===== config.mk =====
export PLATFORM = sky130hd
export DESIGN_NAME = msg_word_assembler_flat
export DESIGN_NICKNAME = d
export VERILOG_FILES = /design/src/rtl/msg_word_assembler_if.sv /design/src/rtl/msg_word_assembler.sv /design/src/flat_wrapper.sv
export SDC_FILE = /design/constraint.sdc
export NUM_CORES = 1
export LEC_CHECK = 0
export CAP_MARGIN = 20
export CORE_ASPECT_RATIO = 1.1
export CORE_UTILIZATION = 50
export CTS_CLUSTER_DIAMETER = 60
export DETAILED_ROUTE_END_ITERATION = 8
export GPL_ROUTABILITY_DRIVEN = 0
export GPL_TIMING_DRIVEN = 1
export MAX_ROUTING_LAYER = met4
export PLACE_DENSITY = 0.85
export SLEW_MARGIN = 0
export SYNTH_ARGS = -nofsm -noshare
export SYNTH_HDL_FRONTEND = slang
export SYNTH_SLANG_ARGS = --single-unit

===== constraint.sdc =====
create_clock -name clk -period 3.4 [get_ports clk]
set_input_delay 0.34 -clock clk [delete_from_list [all_inputs] [get_ports clk]]
set_output_delay 0.34 -clock clk [all_outputs]
set_load 0.02 [all_outputs]

===== src/rtl/msg_word_assembler_if.sv =====
// Bus between the serial message receiver and the word assembler.
// The receiver side (master) drives the byte stream and message flags.
// The assembler side (slave) drives the store writes and the status pulses.
interface msg_word_assembler_if #(
  parameter int WORD_BYTES = 4,
  parameter int ADDR_WIDTH = 8
) ();

  logic [7:0]              msg_in;
  logic                    data_valid;
  logic                    particle_data_flag;
  logic                    map_data_flag;

  logic                    wr_en;
  logic                    wr_sel;
  logic [ADDR_WIDTH-1:0]   wr_addr;
  logic [WORD_BYTES*8-1:0] wr_data;
  logic                    msg_done;
  logic                    msg_abort;
  logic [ADDR_WIDTH-1:0]   particle_count;

  modport master (
    output msg_in,
    output data_valid,
    output particle_data_flag,
    output map_data_flag,
    input  wr_en,
    input  wr_sel,
    input  wr_addr,
    input  wr_data,
    input  msg_done,
    input  msg_abort,
    input  particle_count
  );

  modport slave (
    input  msg_in,
    input  data_valid,
    input  particle_data_flag,
    input  map_data_flag,
    output wr_en,
    output wr_sel,
    output wr_addr,
    output wr_data,
    output msg_done,
    output msg_abort,
    output particle_count
  );

endinterface


===== src/rtl/msg_word_assembler.sv =====
// Packs payload bytes from the serial message receiver big-endian into
// WORD_BYTES-wide words and writes them into either the particle store or
// the map store. Each store has its own circular word pointer; a message
// only advances its pointer once complete, and an aborted message rolls the
// pointer back so the next message overwrites the partial data.
module msg_word_assembler #(
  parameter int WORD_BYTES         = 4,
  parameter int PARTICLE_MSG_BYTES = 8,
  parameter int MAP_MSG_BYTES      = 16,
  parameter int PARTICLE_SLOTS     = 64,
  parameter int MAP_SLOTS          = 16,
  parameter int ADDR_WIDTH         = 8
) (
  input  logic clk,
  input  logic reset_n,
  msg_word_assembler_if.slave bus
);

  localparam int DATA_W        = WORD_BYTES * 8;
  localparam int MAX_MSG_BYTES = (PARTICLE_MSG_BYTES > MAP_MSG_BYTES) ?
                                 PARTICLE_MSG_BYTES : MAP_MSG_BYTES;
  localparam int CNT_W         = $clog2(MAX_MSG_BYTES + 1);
  localparam int BIW_W         = $clog2(WORD_BYTES + 1);

  // Last valid word address of each store, and last particle count value.
  localparam logic [ADDR_WIDTH-1:0] PART_LAST  =
    ADDR_WIDTH'(PARTICLE_SLOTS * PARTICLE_MSG_BYTES / WORD_BYTES - 1);
  localparam logic [ADDR_WIDTH-1:0] MAP_LAST   =
    ADDR_WIDTH'(MAP_SLOTS * MAP_MSG_BYTES / WORD_BYTES - 1);
  localparam logic [ADDR_WIDTH-1:0] COUNT_LAST = ADDR_WIDTH'(PARTICLE_SLOTS - 1);

  localparam logic [CNT_W-1:0] PART_LEN = CNT_W'(PARTICLE_MSG_BYTES);
  localparam logic [CNT_W-1:0] MAP_LEN  = CNT_W'(MAP_MSG_BYTES);
  localparam logic [BIW_W-1:0] WORD_LEN = BIW_W'(WORD_BYTES);

  localparam logic [0:0] IDLE    = 1'b0;
  localparam logic [0:0] COLLECT = 1'b1;

  // Message type encoding matches wr_sel: 0 = particle, 1 = map.
  logic [0:0]            state;
  logic                  dv_q;
  logic                  msg_type;
  logic [DATA_W-1:0]     word;
  logic [BIW_W-1:0]      byte_in_word;
  logic [CNT_W-1:0]      byte_cnt;
  logic [ADDR_WIDTH-1:0] part_ptr;
  logic [ADDR_WIDTH-1:0] map_ptr;
  logic [ADDR_WIDTH-1:0] start_ptr;

  logic                  wr_en_q;
  logic                  wr_sel_q;
  logic [ADDR_WIDTH-1:0] wr_addr_q;
  logic [DATA_W-1:0]     wr_data_q;
  logic                  msg_done_q;
  logic                  msg_abort_q;
  logic [ADDR_WIDTH-1:0] particle_count_q;

  logic                  accept;
  logic                  one_flag;
  logic                  cur_type;
  logic [DATA_W-1:0]     base_word;
  logic [DATA_W-1:0]     shifted_word;
  logic [BIW_W-1:0]      biw_next;
  logic [CNT_W-1:0]      cnt_next;
  logic                  word_full;
  logic                  msg_full;
  logic [ADDR_WIDTH-1:0] cur_ptr;
  logic [ADDR_WIDTH-1:0] ptr_next;
  logic                  abort_collect;

  // Decode the byte edge, the abort condition and what the current byte does.
  always_comb begin
    accept        = bus.data_valid & ~dv_q;
    one_flag      = bus.particle_data_flag ^ bus.map_data_flag;
    cur_type      = (state == IDLE) ? bus.map_data_flag : msg_type;
    base_word     = (state == IDLE) ? '0 : word;
    shifted_word  = (base_word << 8) | DATA_W'(bus.msg_in);
    biw_next      = ((state == IDLE) ? '0 : byte_in_word) + BIW_W'(1);
    cnt_next      = ((state == IDLE) ? '0 : byte_cnt) + CNT_W'(1);
    word_full     = (biw_next == WORD_LEN);
    msg_full      = (cnt_next == (cur_type ? MAP_LEN : PART_LEN));
    cur_ptr       = cur_type ? map_ptr : part_ptr;
    ptr_next      = (cur_ptr == (cur_type ? MAP_LAST : PART_LAST)) ?
                    '0 : cur_ptr + ADDR_WIDTH'(1);
    abort_collect = 1'b0;
    if (state == COLLECT) begin
      if (msg_type)
        abort_collect = ~bus.map_data_flag | bus.particle_data_flag;
      else
        abort_collect = ~bus.particle_data_flag | bus.map_data_flag;
    end
  end

  // Message state, pointers, word packing and registered write/status outputs.
  always_ff @(posedge clk or negedge reset_n) begin
    if (!reset_n) begin
      state            <= IDLE;
      dv_q             <= 1'b0;
      msg_type         <= 1'b0;
      word             <= '0;
      byte_in_word     <= '0;
      byte_cnt         <= '0;
      part_ptr         <= '0;
      map_ptr          <= '0;
      start_ptr        <= '0;
      wr_en_q          <= 1'b0;
      wr_sel_q         <= 1'b0;
      wr_addr_q        <= '0;
      wr_data_q        <= '0;
      msg_done_q       <= 1'b0;
      msg_abort_q      <= 1'b0;
      particle_count_q <= '0;
    end else begin
      dv_q        <= bus.data_valid;
      wr_en_q     <= 1'b0;
      msg_done_q  <= 1'b0;
      msg_abort_q <= 1'b0;

      if (abort_collect) begin
        msg_abort_q  <= 1'b1;
        if (msg_type)
          map_ptr <= start_ptr;
        else
          part_ptr <= start_ptr;
        word         <= '0;
        byte_in_word <= '0;
        byte_cnt     <= '0;
        state        <= IDLE;
      end else if (accept) begin
        if ((state == IDLE) && !one_flag) begin
          msg_abort_q <= 1'b1;
        end else begin
          if (state == IDLE) begin
            msg_type  <= cur_type;
            start_ptr <= cur_ptr;
            state     <= COLLECT;
          end
          byte_cnt <= cnt_next;

          if (word_full) begin
            wr_en_q      <= 1'b1;
            wr_sel_q     <= cur_type;
            wr_addr_q    <= cur_ptr;
            wr_data_q    <= shifted_word;
            word         <= '0;
            byte_in_word <= '0;
            if (cur_type)
              map_ptr <= ptr_next;
            else
              part_ptr <= ptr_next;
          end else begin
            word         <= shifted_word;
            byte_in_word <= biw_next;
          end

          if (msg_full) begin
            msg_done_q <= 1'b1;
            byte_cnt   <= '0;
            state      <= IDLE;
            if (!cur_type)
              particle_count_q <= (particle_count_q == COUNT_LAST) ?
                                  '0 : particle_count_q + ADDR_WIDTH'(1);
          end
        end
      end
    end
  end

  assign bus.wr_en          = wr_en_q;
  assign bus.wr_sel         = wr_sel_q;
  assign bus.wr_addr        = wr_addr_q;
  assign bus.wr_data        = wr_data_q;
  assign bus.msg_done       = msg_done_q;
  assign bus.msg_abort      = msg_abort_q;
  assign bus.particle_count = particle_count_q;

endmodule


===== src/flat_wrapper.sv =====
// flat-port wrapper written by rule: the top's interface ports become plain ports
module msg_word_assembler_flat 
#(
  parameter int WORD_BYTES         = 4,
  parameter int PARTICLE_MSG_BYTES = 8,
  parameter int MAP_MSG_BYTES      = 16,
  parameter int PARTICLE_SLOTS     = 64,
  parameter int MAP_SLOTS          = 16,
  parameter int ADDR_WIDTH         = 8
)
  (clk, reset_n, bus_msg_in, bus_data_valid, bus_particle_data_flag, bus_map_data_flag, bus_wr_en, bus_wr_sel, bus_wr_addr, bus_wr_data, bus_msg_done, bus_msg_abort, bus_particle_count);
  msg_word_assembler_if #(.WORD_BYTES(WORD_BYTES), .ADDR_WIDTH(ADDR_WIDTH)) bus_i ();
  input  logic clk;
  input  logic reset_n;
  input wire logic [$bits(bus_i.msg_in)-1:0] bus_msg_in;
  input wire logic [$bits(bus_i.data_valid)-1:0] bus_data_valid;
  input wire logic [$bits(bus_i.particle_data_flag)-1:0] bus_particle_data_flag;
  input wire logic [$bits(bus_i.map_data_flag)-1:0] bus_map_data_flag;
  output wire logic [$bits(bus_i.wr_en)-1:0] bus_wr_en;
  output wire logic [$bits(bus_i.wr_sel)-1:0] bus_wr_sel;
  output wire logic [$bits(bus_i.wr_addr)-1:0] bus_wr_addr;
  output wire logic [$bits(bus_i.wr_data)-1:0] bus_wr_data;
  output wire logic [$bits(bus_i.msg_done)-1:0] bus_msg_done;
  output wire logic [$bits(bus_i.msg_abort)-1:0] bus_msg_abort;
  output wire logic [$bits(bus_i.particle_count)-1:0] bus_particle_count;
  assign bus_i.msg_in = bus_msg_in;
  assign bus_i.data_valid = bus_data_valid;
  assign bus_i.particle_data_flag = bus_particle_data_flag;
  assign bus_i.map_data_flag = bus_map_data_flag;
  assign bus_wr_en = bus_i.wr_en;
  assign bus_wr_sel = bus_i.wr_sel;
  assign bus_wr_addr = bus_i.wr_addr;
  assign bus_wr_data = bus_i.wr_data;
  assign bus_msg_done = bus_i.msg_done;
  assign bus_msg_abort = bus_i.msg_abort;
  assign bus_particle_count = bus_i.particle_count;
  msg_word_assembler #(.WORD_BYTES(WORD_BYTES), .PARTICLE_MSG_BYTES(PARTICLE_MSG_BYTES), .MAP_MSG_BYTES(MAP_MSG_BYTES), .PARTICLE_SLOTS(PARTICLE_SLOTS), .MAP_SLOTS(MAP_SLOTS), .ADDR_WIDTH(ADDR_WIDTH)) u_core (.clk(clk), .reset_n(reset_n), .bus(bus_i));
endmodule

* Word-level counts from Yosys, hierarchy flattened *
Cells that the tools add are included.
Widths: inputs -> output; s select.

word-level totals
  register bits = 111
  bits of input ports = 13
  output and inout bits = 52
  logic and storage cells = 101

cells by class
  add/sub/neg operators = 4
  equality and inequality tests = 8
  muxes and demuxes = 50
  bitwise logic cells = 12
  reduce and logical (&&, ||, !) cells = 11

operators with widths
  cell                 number
  $mux 24              5
  $mux 8               15
  $or 32x8->32         1
  $mux 5               6
  $mux 1               18
  $add 8x1->8 const B  2
  $mux 3               5
  $reduce_and 5->1     3
  $eq 8x6->1 const B   1
  $eq 8x8->1           1
  $reduce_and 4->1     2
  $mux 7               1
  $not 1->1            7
  $reduce_bool 2->1    3
  $add 5x1->5 const B  1
  $eq 5x5->1           1
  $ne 2x1->1 const B   2
  $ne 2x2->1 const B   2
  $add 3x1->3 const B  1
  $eq 3x3->1 const B   1
  $or 1x1->1           2
  $reduce_and 2->1     1
  $and 1x1->1          1
  $logic_and 1x1->1    1
  2 further kinds      2

* Depth between registers and ports, before layout *
Gate-level depths: netlist of the first run.

  depth in word-level cells = 9
  depth in mapped cells = 12
  mapped depth without buffers = 9

* Worst setup path before layout of the first run *
Ideal clock, no wire load.

  path kind = register to register
  from = register u_core.state
  to = register u_core.particle_count_q[6] (netlist: u_core.bus.particle_count[6])
  setup time = 0.125 ns
  arrival = 2.846 ns
  required time = 3.275 ns
  setup slack = 0.429 ns
  cell stages (with the launch flop) = 11
  buffers on the path = 3
  period minus slack after synthesis = 2.971 ns
  path through = dfrtp_1 buf_2 clkbuf_1 clkbuf_1 and2_1 ha_1 nand3_2 or2_1 or4_4 nor3_1 mux2_2

on the way
  word-level cells in the longest chain between the ends = 4
  elaborated cells between the ends (all ways) = 12
  classes of those cells = add/sub (1); eq/ne (1); mux (4); bitwise (4); reduce/logical (2)

RTL lines
  item                                       RTL line                   RTL
  from (decl)                                msg_word_assembler.sv:40   logic [0:0] state;
  from (signal assigned)                     msg_word_assembler.sv:97   state <= IDLE;
  from (signal assigned)                     msg_word_assembler.sv:128  state <= IDLE;
  from (signal assigned)                     msg_word_assembler.sv:136  state <= COLLECT;
  $mux 5, or another cell as far along       msg_word_assembler.sv:79   cnt_next = ((state == IDLE) ? '0 : byte_cnt) + CNT_W'(1);
  $add 5x1->5, or another cell as far along  msg_word_assembler.sv:79
  $eq 5x5->1 or $not 1->1 (tied branches)    --
  $reduce_and 5->1 (no source line) *        --
  to (signal assigned)                       msg_word_assembler.sv:161  particle_count_q <= (particle_count_q == COUNT_LAST) ?
  to (decl)                                  msg_word_assembler.sv:56   logic [ADDR_WIDTH-1:0] particle_count_q;

Mark *: on every way between the ends. The rest lies on a longest branch, timed or not.
A chain may end at the register's enable or synchronous reset.

* Worst setup path in the final report of the first run *
  from = register u_core.state
  to = register u_core.part_ptr[5]

on the way
  word-level cells in the longest chain between the ends = 9
  elaborated cells between the ends (all ways) = 23
  classes of those cells = add/sub (2); eq/ne (5); mux (11); bitwise (1); reduce/logical (4)

RTL lines
  item                                       RTL line                                            RTL
  $mux 1                                     msg_word_assembler.sv:75                            cur_type = (state == IDLE) ? bus.map_data_flag : msg_type;
  $mux 8 or $mux 7 (tied branches)           msg_word_assembler.sv:82, msg_word_assembler.sv:83
  $add 8x1->8 or $eq 8x8->1 (tied branches)  msg_word_assembler.sv:84, msg_word_assembler.sv:83
  $mux 8                                     msg_word_assembler.sv:83                            ptr_next = (cur_ptr == (cur_type ? MAP_LAST : PART_LAST)) ?
  $mux 8                                     msg_word_assembler.sv:147                           if (cur_type)
  $mux 8                                     msg_word_assembler.sv:140                           if (word_full) begin
  $mux 8                                     msg_word_assembler.sv:130                           if ((state == IDLE) && !one_flag) begin
  $mux 8                                     msg_word_assembler.sv:129                           end else if (accept) begin
  $mux 8                                     msg_word_assembler.sv:119                           if (abort_collect) begin
  to (signal assigned)                       msg_word_assembler.sv:124                           part_ptr <= start_ptr;
  to (signal assigned)                       msg_word_assembler.sv:150                           part_ptr <= ptr_next;
  to (decl)                                  msg_word_assembler.sv:46                            logic [ADDR_WIDTH-1:0] part_ptr;

Parallel ways exist; a longest one is shown, timed or not. The select of a mux whose other input is x is not followed.

==> results of run 1 <==
layout make-up:
| type | count | share of cell area [%] |
|---|---|---|
| Clock inverter | 7 | 1.26 |
| Clock buffer | 9 | 2.08 |
| Timing Repair Buffer | 79 | 12.6 |
| Sequential cell | 111 | 46.6 |
| Tap cell | 117 | 2.46 |
| Inverter | 12 | 0.756 |
| Multi-Input combinational cell | 347 | 34.2 |
cell families (layout without fill, tap and decap cells):
family          Yosys count  in the layout  synth area share (%)
simple gates            181            181                  16.5
buf+inv                  40            107                  3.58
flops                   111            111                  55.6
fa+ha+maj                 8              8                  2.01
compound gates          133            133                  17.3
mux                      17             17                  3.53
xor+xnor                  8              8                  1.40
critical path, cell delays in order, from the launching register on:
cell and delay [ns]:
dfrtp_1 0.55, buf_4 0.38, and2_1 0.22, ha_1 0.20, ha_1 0.24, inv_1 0.06
a2111o_2 0.55, o21ai_0 0.28, o311a_1 0.27, a211oi_1 0.05
synthesized netlist by cell type, types with 5 or more instances:
library cell and n:
a22o_1 25, a31oi_1 8, a21oi_1 25, nor2b_1 5
ha_1 8, o21a_1 5, dfrtp_1 111, o21ai_0 46
buf_2 10, nor3_1 6, mux2_2 5, o211ai_1 5
nand3_1 14, mux2i_1 12, inv_1 11, clkbuf_1 14
and2_1 7, nand2_1 98, nor2_1 28
state kept, by name, summed over array words and instances (netlist names):
name and cells:
u_core.state 1, u_core.bus.wr_addr 8, u_core.map_ptr 8, u_core.bus.msg_done 1, u_core.byte_in_word 3, u_core.dv_q 1, u_core.word 24, u_core.bus.particle_count 8
u_core.msg_type 1, u_core.part_ptr 8, u_core.bus.msg_abort 1, u_core.byte_cnt 5, u_core.bus.wr_sel 1, u_core.bus.wr_en 1, u_core.start_ptr 8, u_core.bus.wr_data 32
power by group through the flow:
stage / sequential, mW / combinational, mW / clock, mW
floorplan: 1.78 / 0.766 / 0
global placement: 1.81 / 1.05 / 0
detailed placement: 1.82 / 1.10 / 0
CTS: 1.80 / 1.11 / 0.793
global route: 1.84 / 1.23 / 0.844
finish: 1.80 / 1.11 / 0.782
routing by layer:
layer | vias to the layer above | part of all wire, %
li1 | 1872 | -
met1 | 1913 | 44
met2 | 118 | 49
met5 | - | 0
met4 | 0 | 1.8
met3 | 19 | 5.3
through the flow:
| step | std cells | area, um2 | util, % | power [mW] | hold slack [ns] |
|---|---|---|---|---|---|
| after CTS | 682 | 5960 | 62.5 | 3.70 | 0.0650 |
| after global routing | 682 | 5960 | 62.5 | 3.91 | 0.0817 |
| final | 682 | 5960 | 62.5 | 3.70 | 0.0134 |
| after detailed placement | 666 | 5760 | 60.4 | 2.92 | 0.469 |
| after global placement | 666 | 5760 | 60.4 | 2.86 | 0.458 |
| after floorplan | 498 | 4990 | - | 2.54 | 0.0444 |
worst max path at each step:
stage	startpoint	endpoint	slack (ns)	cells after the start
CTS	u_core.state$_DFFE_PN0P_	u_core.part_ptr[5]$_DFFE_PN0P_	0.50	9
global route	u_core.state$_DFFE_PN0P_	u_core.part_ptr[5]$_DFFE_PN0P_	0.20	9
detailed placement	bus_map_data_flag	u_core.part_ptr[3]$_DFFE_PN0P_	0.40	10
global placement	bus_map_data_flag	u_core.bus.particle_count[6]$_DFFE_PN0P_	0.50	8
finish	u_core.state$_DFFE_PN0P_	u_core.part_ptr[5]$_DFFE_PN0P_	0.46	9
floorplan	u_core.state$_DFFE_PN0P_	u_core.bus.particle_count[6]$_DFFE_PN0P_	0.43	10
==> summary.txt, run 1 <==
Mapped Nets - 519
Synth warn - 0
Register bit total from synthesis - 111
EDFF count, synth - 0
Routed WL per cell - 15.9 um
Pre-antenna DRT Iters - 7
Initial core utilization - 52.3%
Pin count of the biggest net entering global routing - 65
Final ANT Viol Nets - 0
Met2 usage - 37.2%
Period Utilization, post-route - 86.6%
Seq pwr share - 48.8%
Met1 Use GR - 29.2%
Post-Synthesis Cells - 498
Max Cap Viol - 0
Tot GR Track Use - 22.6%
Die span in x - 97.3 um
DRC - 0
Critical Path RT - 3.65 ns
Setup crit end kind - flip-flop
Mean Syn Cell Area - 10.0 um2
Crit path launch type - flip-flop
R2R Setup Slk - 0.46 ns
Peak VDD IR - 0.347 mV
Number of I/O pins - 65
CP Max Fanout - 32
Clk sinks - 111
CTS Hold Bufs - 0
Gr busiest metal - met2
Int Pwr - 2.31 mW
Final hold vios - 0
Filler cells - 781
Global-route wire length before repair - 18500 um
Clock transition at path regs - 0.11 ns
Sequential-to-total area share from yosys stat - 55.6%
Kind of critical path - reg2reg
Status - finished clean
Share of cells above drive strength 1 - 7.61%
Leading area contributor after synthesis - dfrtp_1
Initial antenna violation count - 0
Slew @ Worst Pin - 0.810 ns
Worst R2R Start - u_core.state$_DFFE_PN0P_
NetSw - 1.39 mW
Final setup vio count - 0
Vias in the first global route - 3845
Port Buffers - 64
Clk buf depth - 2
Drt total wl - 10900 um
R2R Path End - u_core.part_ptr[5]$_DFFE_PN0P_
Synth top area cells - dfrtp_1 (56%), nand2_1 (7.4%), o21ai_0 (4.6%)
Final #Nets - 581
Dpl hpwl - 7660 um
DRT iter0 DRCs - 251
Combinational power share - 30.1%
Worst skew pair latency - 0.38 ns
Leakage - 2.69 nW
Synth Cell Area - 4990 um2
Commonest non-fill, non-tap cell in the layout - dfrtp_1
Total CTS buffers - 9
Slew Viols, Final - 0
Vias - 3922
Fmax - 0.340 GHz
Setup TNS - 0 ns
Unrepaired setup endpoints after global routing - false
Synth-to-layout area growth - 19.3%
Worst reg2reg path depth - 9
Min Tclk post-route - 2.94 ns
Vias per inst - 5.75
Post-synthesis cell type count - 53
Switching Share - 37.6%
Die H - 107 um
Clock share of power - 21.1%
Synth top area share - 55.6%
H-tree depth - 3
Ys flop type - dfrtp_1
Most frequent cells in the layout - dfrtp_1 (111), nand2_1 (98), clkdlybuf4s50_1 (63), o21ai_0 (46), nor2_1 (28)
Slew HR - 46.0%
Setup ws final - 0.457 ns
CTS resizes - 0
P per Cell Area - 621 nW/um2
Area occupied by multi-input gates - 2040 um2
FFs w/ async S/R, synth - 100%
GR Overflow Total - 0
# rows - 37
CTS tree - done
Post-CTS setup repair buffer count - 0
HP Class - in2async
Final antenna diode count - 0
Post-place setup slack - 0.403 ns
CP arrival - 3.19 ns
Clock Skew - 0.0150 ns
CTS root buf - clkbuf_8
Floorplan Core Area - 9540 um2
FF+latch area - 2780 um2
Met3 Usage GRT - 3.06%
Full die area - 10400 um2
No activity file was read; power rests on OpenSTA's default activity.
==> run 2, diff against run 1 <==
Settings changed: PLACE_DENSITY 0.85 to 0.84.
Clock period 3.4 ns to 3.45 ns, I/O delays scaled along.
==> run 2 against run 1 <==
Compared with the run above: the flow now finishes with violations (hold timing); largest power group unchanged; register-to-register slack about the same; cell count decreased by 0.29%; maximum frequency decreased by 1.7%; largest cell class unchanged.
==> summary.txt, run 2 (synthesized netlist as in run 1, its figures left out) <==
Slew @ Worst Pin - 1.06 ns (+0.252 ns)
Clk buf depth - 2 (unchanged)
Post-CTS setup repair buffer count - 0 (unchanged)
Post-place setup slack - 0.436 ns (+0.0326 ns)
CP delay by family, top - multiplexers
Clk sinks - 111 (unchanged)
Setup ws final - 0.457 ns (-0.000221 ns)
Total power - 3.73 mW (+0.91%)
Vias in the first global route - 3834 (-0.29%)
Final setup vio count - 0 (unchanged)
Setup crit end kind - flip-flop
Share of cells above drive strength 1 - 7.28% (-0.33 points)
CP max stage cell - dfrtp_1
Most frequent cells in the layout - dfrtp_1 (111), nand2_1 (98), clkdlybuf4s50_1 (63), o21ai_0 (46), nor2_1 (28)
Peak VDD IR - 0.417 mV (+20%)
Slew HR - 28.6% (-17 points)
P per Cell Area - 626 nW/um2 (+0.72%)
Crit path launch type - flip-flop
CP arrival - 3.32 ns (+0.13 ns)
R2R Setup Slk - 0.46 ns (about the same)
Final ANT Viol Nets - 0 (unchanged)
GR Overflow Total - 0 (unchanged)
Full die area - 10400 um2 (unchanged)
CTS Hold Bufs - 0 (unchanged)
Max Cap Viol - 0 (unchanged)
CTS resizes - 0 (unchanged)
Commonest non-fill, non-tap cell in the layout - dfrtp_1
Initial core utilization - 52.3% (unchanged)
Kind of critical path - reg2reg
HP Class - in2async
Critical Path RT - 3.78 ns (+0.13 ns)
Post-Layout Inst Area - 5970 um2 (+0.19%)
Floorplan Core Area - 9540 um2 (unchanged)
Worst path max stage delay - 0.70 ns (+0.15 ns)
R2R Path End - u_core.part_ptr[3]$_DFFE_PN0P_
CP Max Fanout - 18 (-44%)
Final #Nets - 579 (-0.34%)
Vias per inst - 5.83 (+1.4%)
# rows - 37 (unchanged)
Dpl hpwl - 7620 um (-0.41%)
DRT iter0 DRCs - 257 (+2.4%)
Pin count of the biggest net entering global routing - 57 (-12%)
Pre-antenna DRT Iters - 4 (-3)
DRC - 0 (unchanged)
Final hold vios - 7 (+7)
Failing checks - hold timing
Slew Viols, Final - 0 (unchanged)
CTS root buf - clkbuf_8
Critical path cell sequence - mux2_2 > mux2i_1 > inv_1 > ha_1 > nand3_1 > nor3_1 > or3_1 > o211ai_1 > o21a_1
Setup TNS - 0 ns (unchanged)
Routed WL per cell - 16.3 um (+1.9%)
Fmax - 0.334 GHz (-1.7%)
Total CTS buffers - 9 (unchanged)
Period Utilization, post-route - 86.8% (+0.20 points)
Min Tclk post-route - 2.99 ns (+0.0502 ns)
Die span in x - 97.3 um (unchanged)
Leakage - 2.68 nW (about the same)
CTS tree - done
Drt total wl - 11100 um (+1.6%)
Worst skew pair latency - 0.39 ns (about the same)
Status - complete, but fails checks
Final antenna diode count - 0 (unchanged)
Die H - 107 um (unchanged)
Initial antenna violation count - 0 (unchanged)
Crit path buf inv count - 1 (-1)
Clock Skew - 0.0146 ns (-0.000450 ns)
WHS - -0.0231 ns (-0.0365 ns)
Port Buffers - 64 (unchanged)
Vias - 3967 (+1.1%)
Tot GR Track Use - 23.0% (+0.38 points)
Unrepaired setup endpoints after global routing - false
Global-route wire length before repair - 18500 um (+0.22%)
Number of I/O pins - 65 (unchanged)
Max reg flops - 32 (unchanged)
Worst reg2reg path depth - 9 (unchanged)
DP Area - 5740 um2 (-0.26%)
Synth-to-layout area growth - 19.5%
Worst R2R Start - u_core.state$_DFFE_PN0P_
Clock transition at path regs - 0.11 ns (about the same)
H-tree depth - 3 (unchanged)
-- run 2: cell types whose count changed in the layout (fill, tap and decap cells not counted) --
cell        change
bufinv_16       +1
inv_8           +1
buf_4           -2
inv_6           -2
clkinv_2        -1
clkinvlp_4      +1
-- run 2: through the flow --
step | util [%] | cells
6_report | 62.6 | 680
5_1_grt | 62.6 | 680
4_1_cts | 62.6 | 680
3_5_place_dp | 60.2 | 664
3_3_place_gp | 60.2 | 664
2_1_floorplan | - | 498
-- run 2: worst max path at each step --
stage	start	end	slack, ns	depth (start not counted)
2_1_floorplan	u_core.state$_DFFE_PN0P_	u_core.bus.particle_count[6]$_DFFE_PN0P_	0.48	10
3_3_place_gp	bus_map_data_flag	u_core.bus.particle_count[6]$_DFFE_PN0P_	0.55	8
3_5_place_dp	bus_map_data_flag	u_core.bus.particle_count[6]$_DFFE_PN0P_	0.44	8
4_1_cts	u_core.state$_DFFE_PN0P_	u_core.part_ptr[3]$_DFFE_PN0P_	0.46	9
5_1_grt	u_core.state$_DFFE_PN0P_	u_core.part_ptr[3]$_DFFE_PN0P_	0.18	9
6_report	u_core.state$_DFFE_PN0P_	u_core.part_ptr[3]$_DFFE_PN0P_	0.46	9
-- run 2: layout make-up --
class | count | area [um2]
clock buffer | 9 | 124
clock inverter | 7 | 101
fill | 790 | 3570
inverter | 12 | 45.0
multi-input combinational | 347 | 2040
sequential | 111 | 2780
tap | 117 | 146
timing repair buffer | 77 | 736
-- run 2: layer usage --
metal / vias to the layer above / share of wire (%) / GRT usage (%)
met5: - / 0 / -
met4: 0 / 1.6 / 9.45
met3: 14 / 5.3 / 3.39
met2: 123 / 50 / 37.4
li1: 1867 / - / -
met1: 1963 / 43 / 29.3
-- run 2: power by group --
part / internal (mW) / switching, mW
Sequential: 1.53 / 0.272
Clock: 0.360 / 0.489
Combinational: 0.459 / 0.625
-- run 2: worst register-to-register path, delay by kind of cell, from the launching register on --
kind / cells / cell delay (ns)
compound gates: 2 / 0.38
mux: 2 / 0.88
simple gates: 3 / 0.64
flops: 1 / 0.70
fa+ha+maj: 1 / 0.25
buf+inv: 1 / 0.09
==> edit 1 (flow settings as in run 2) <==
Compare `particle_count_q` against `COUNT_LAST` with >= in place of ==.
--- a/src/rtl/msg_word_assembler.sv
+++ b/src/rtl/msg_word_assembler.sv
@@ -159,5 +159,5 @@
             state      <= IDLE;
             if (!cur_type)
-              particle_count_q <= (particle_count_q == COUNT_LAST) ?
+              particle_count_q <= (particle_count_q >= COUNT_LAST) ?
                                   '0 : particle_count_q + ADDR_WIDTH'(1);
           end
Check against the original RTL: same outputs for any inputs over 4 cycles, from zero or initial values and one cycle with reset_n low; that may be too few to reach the edited logic, so the function may still have changed.
==> edit 1 against run 2 <==
- the flow finishes with violations (design-rule violations)
- first-iteration DRC count decreased by 22%
- total power increased by 0.18%
- cell area increased by 1.4%
- sequential cell count unchanged
- synthesized area increased by 2.1%
- wire length increased by 2.6%
- die area increased by 2.1%
- largest power group unchanged
- setup slack improved by 0.23 ns
==> edit 1: results (changes against run 2) <==
[setup_path]
crit_arrival_ns=3.04  ; was 3.32 ns
max_stage_delay_ns=0.56  ; was 0.70 ns
critPathTopFamily=simple AND/OR/NAND/NOR gates  ; was multiplexers
r2r_start=u_core.msg_type  ; was u_core.state
crit_start=u_core.msg_type  ; was u_core.state
worstPathMaxFanout=8  ; was 18
crit_slowest_cell=dfrtp_1  ; unchanged

[yosys]
synth-compound-area-share_pct=17.7  ; was 17.3%
postSynth.asyncResetShare_pct=100  ; unchanged
synthCells=503  ; was 498
ys_top_cells_by_count=nand2_1 (120), dfrtp_1 (111), o21ai_1 (27)  ; was dfrtp_1 (111), nand2_1 (98), o21ai_0 (46)
synth-xor-area-share_pct=0.515  ; was 1.40%
ys_seq_area_share_pct=54.5  ; was 55.6%
ys_warn_count=0  ; unchanged
synth_fa_ha_area_share_pct=1.96  ; was 2.01%
synth_nets=524  ; was 519
synth_mux_area_share_pct=4.17  ; was 3.53%
synth_cell_types=54  ; was 53
ys_top_cells_by_area=dfrtp_1 (54%), nand2_1 (8.8%), a22o_1 (4.1%), o21ai_1 (2.7%), ha_1 (2.0%)  ; was dfrtp_1 (56%), nand2_1 (7.4%), o21ai_0 (4.6%), a22o_1 (4.4%), a21oi_1 (2.5%)

[route]
remaining_drc_errors=5  ; was 0
wl_per_cell_um=16.4  ; was 16.3 um
met2WireLength_um=5770  ; was 5510 um
drt_pass1_iterations=9  ; was 4
met3WireLength_um=518  ; was 582 um
vias_per_cell=5.78  ; was 5.83
wl_met1_um=4740  ; was 4790 um
drt_iter0_drc=200  ; was 257

[clock_network]
cts_buffers=9  ; unchanged
insertion_delay_ns=0.39  ; about the same
cts_setup_buffers=0  ; unchanged
cts.clk_slew.worst_paths_ns=0.12

[power]
peakVddDrop_v=0.000354  ; was 0.000417 V
p_leak_nw=2.66  ; was 2.68 nW

[outcome]
violations=design-rule violations  ; was negative hold slack
outcome=finished, violations left  ; unchanged

[finish]
fillers=785  ; was 790
layout.nets=588  ; was 579
drive_gt1_share_pct=9.97  ; was 7.28%
fin_cells=692  ; was 680

[timing]
fin_skew_ns=0.0208  ; was 0.0146 ns
tightest_slew_ns=0.616  ; was 1.06 ns

[grt]
grt_max_degree=88  ; was 57
grt_pass1_vias=3938  ; was 3834
overflow=0  ; unchanged
track_usage_pct=23.4  ; was 23.0%
grt_pass1_wl_um=19000  ; was 18500 um

[placement]
dp.cells=674  ; was 664
hpwl_um=7860  ; was 7620 um

==> edit 1: power breakdown <==
| part | switching (W) | internal [W] | total (W) |
|---|---|---|---|
| clock network | 0.000490 | 0.000287 | 0.000777 |
| logic | 0.000683 | 0.000484 | 0.00117 |
| registers | 0.000265 | 0.00153 | 0.00179 |
| total | 0.00144 | 0.00230 | 0.00374 |
==> edit 1: path summary, 6_finish.rpt <==
kind | end | slack, ns | cells after the start
max | u_core.part_ptr[2] | 0.68 | 10
min | u_core.bus.wr_data[20] | 0.35 | 2
max reg2reg | u_core.part_ptr[2] | 0.68 | 10
min reg2reg | u_core.bus.wr_data[4] | 0.49 | 2
max in group asynchronous | u_core.part_ptr[7] | 2.27 | 4
min in group clk | u_core.dv_q | 0.46 | 1
==> edit 1: through the flow <==
| stage | hold slack, ns | worst slack [ns] | area (um2) |
|---|---|---|---|
| finish | 0.346 | 0.684 | 6050 |
| detailed placement | 0.469 | 0.456 | 5820 |
| floorplan | 0.0494 | 0.776 | 5100 |
| CTS | 0.180 | 0.721 | 6010 |
| global route | 0.350 | 0.451 | 6050 |
| global placement | 0.459 | 0.514 | 5820 |
==> edit 1: cell type report <==
cell class | count | area share [%]
multi-input cells | 356 | 35.1
clock inverters | 7 | 1.20
well taps | 120 | 2.48
flip-flops and latches | 111 | 45.9
clock buffers | 9 | 2.05
repair buffers | 77 | 12.5
inverters | 12 | 0.765
==> edit 1: per-layer routing <==
metal  vias up  global-route usage (%)
li1       1893                       -
met5         -                       -
met1      1955                    28.0
met3        28                    4.03
met4         0                    9.59
met2       127                    39.7
==> edit 2 (config.mk and constraints of run 2) <==
Made on the original files. `ADDR_WIDTH` is set to 8 in 3 places; all go to 9.
--- a/src/rtl/msg_word_assembler_if.sv
+++ b/src/rtl/msg_word_assembler_if.sv
@@ -4,5 +4,5 @@
 interface msg_word_assembler_if #(
   parameter int WORD_BYTES = 4,
-  parameter int ADDR_WIDTH = 8
+  parameter int ADDR_WIDTH = 9
 ) ();
 
--- a/src/rtl/msg_word_assembler.sv
+++ b/src/rtl/msg_word_assembler.sv
@@ -10,5 +10,5 @@
   parameter int PARTICLE_SLOTS     = 64,
   parameter int MAP_SLOTS          = 16,
-  parameter int ADDR_WIDTH         = 8
+  parameter int ADDR_WIDTH         = 9
 ) (
   input  logic clk,
--- a/src/flat_wrapper.sv
+++ b/src/flat_wrapper.sv
@@ -7,5 +7,5 @@
   parameter int PARTICLE_SLOTS     = 64,
   parameter int MAP_SLOTS          = 16,
-  parameter int ADDR_WIDTH         = 8
+  parameter int ADDR_WIDTH         = 9
 )
   (clk, reset_n, bus_msg_in, bus_data_valid, bus_particle_data_flag, bus_map_data_flag, bus_wr_en, bus_wr_sel, bus_wr_addr, bus_wr_data, bus_msg_done, bus_msg_abort, bus_particle_count);
Ports: changed (resized bus_particle_count and bus_wr_addr); port bits go from 65 to 67. The function was not compared with the original's and may differ.
==> edit 2 against run 2 <==
- sequential cell count increased by 5
- total power increased by 29%
- largest power group unchanged
- setup slack improved by 0.27 ns
- synthesized area increased by 3.8%
- critical path depth unchanged
- via count increased by 9.3%
- critical path type unchanged
- worst hold slack improved by 0.35 ns
- wire length increased by 13%
- cell count increased by 8.1%
- clock skew decreased by 0.0052 ns
- synthesized cell count increased by 6.0%
- cell area increased by 10%
- non-clock buffer count increased by 6
==> edit 2: results (changes against run 2) <==
[yosys]
ys_seq_area_share_pct=56.0  ; was 55.6%
ys_top_cells_by_area=dfrtp_1 (56%), nand2_1 (7.0%), a22o_1 (4.9%), a21oi_1 (3.9%), nand3_1 (3.8%)  ; was dfrtp_1 (56%), nand2_1 (7.4%), o21ai_0 (4.6%), a22o_1 (4.4%), a21oi_1 (2.5%)
ys_top_cells_by_count=dfrtp_1 (116), nand2_1 (96), nor2_1 (47)  ; was dfrtp_1 (111), nand2_1 (98), o21ai_0 (46)

[finish]
fin_cells=735  ; was 680
regArea_um2=2900  ; was 2780 um2
layout.nets=623  ; was 579
inverters=11  ; was 12
buffers_excl_clock=83  ; was 77
clk_share_pct=8.75  ; was 3.77%
multi_input_area_share_pct=32.2  ; was 34.1%
multiInputGateArea_um2=2120  ; was 2040 um2

[outcome]
outcome=finished, final reports clean  ; was finished, violations left

[clock_network]
cts_buffers=17  ; was 9
htreeDepth=4  ; was 3
insertion_delay_ns=0.53  ; was 0.39 ns

[timing]
hold_ws_ns=0.331  ; was -0.0231 ns
max-slew-margin-rel_pct=38.9  ; was 28.6%
fin_skew_ns=0.00939  ; was 0.0146 ns
fin_crit_ns=2.72  ; was 2.99 ns

[setup_path]
critPathTopFamily=compound AO/OA/AOI/OAI gates  ; was multiplexers
max_stage_delay_ns=0.47  ; was 0.70 ns
r2r-end=u_core.map_ptr[7]  ; was u_core.part_ptr[3]

[placement]
dp.cells=701  ; was 664

[power]
p_leak_nw=3.09  ; was 2.68 nW
p_int_w=0.00317  ; was 0.00235 W
p_switching_w=0.00166  ; was 0.00139 W
peakVddDrop_v=0.000373  ; was 0.000417 V

[floorplan]
num_rows=38  ; was 37

[worst_hold_path]
hold_class=in2reg  ; was in2async

[grt]
grt_max_degree=76  ; was 57
grt_pass1_vias=4238  ; was 3834
track_usage_pct=25.3  ; was 23.0%

[route]
via_count=4334  ; was 3967

edit 2: cell count changes in the layout (fill, tap and decap cells not counted), moves of 6 or more:
cell and delta:
o21ai_0 -30, clkbuf_8 -6, a21oi_1 +15, nand3_1 +25
nor2_1 +18, clkbuf_16 +16
edit 2: metal layers:
metal | GRT usage (%) | share of wire (%) | routed length [um]
met1 | 30.7 | 41 | 5140
met2 | 40.7 | 51 | 6340
met3 | 5.51 | 5.2 | 643
met4 | 12.1 | 2.7 | 341
met5 | - | 0 | 0
edit 2: cell families (layout without fill, tap and decap cells):
| logic type | Yosys count | in the layout | synth area share [%] |
|---|---|---|---|
| AOI/OAI and AO/OA | 114 | 114 | 14.5 |
| adders and majority gates | 8 | 8 | 1.93 |
| xor gates and xnor gates | 7 | 7 | 1.18 |
| muxes | 19 | 19 | 3.86 |
| DFF | 116 | 116 | 56.0 |
| and+or+nand+nor | 225 | 225 | 19.5 |
| buffers and inverters | 39 | 126 | 3.07 |
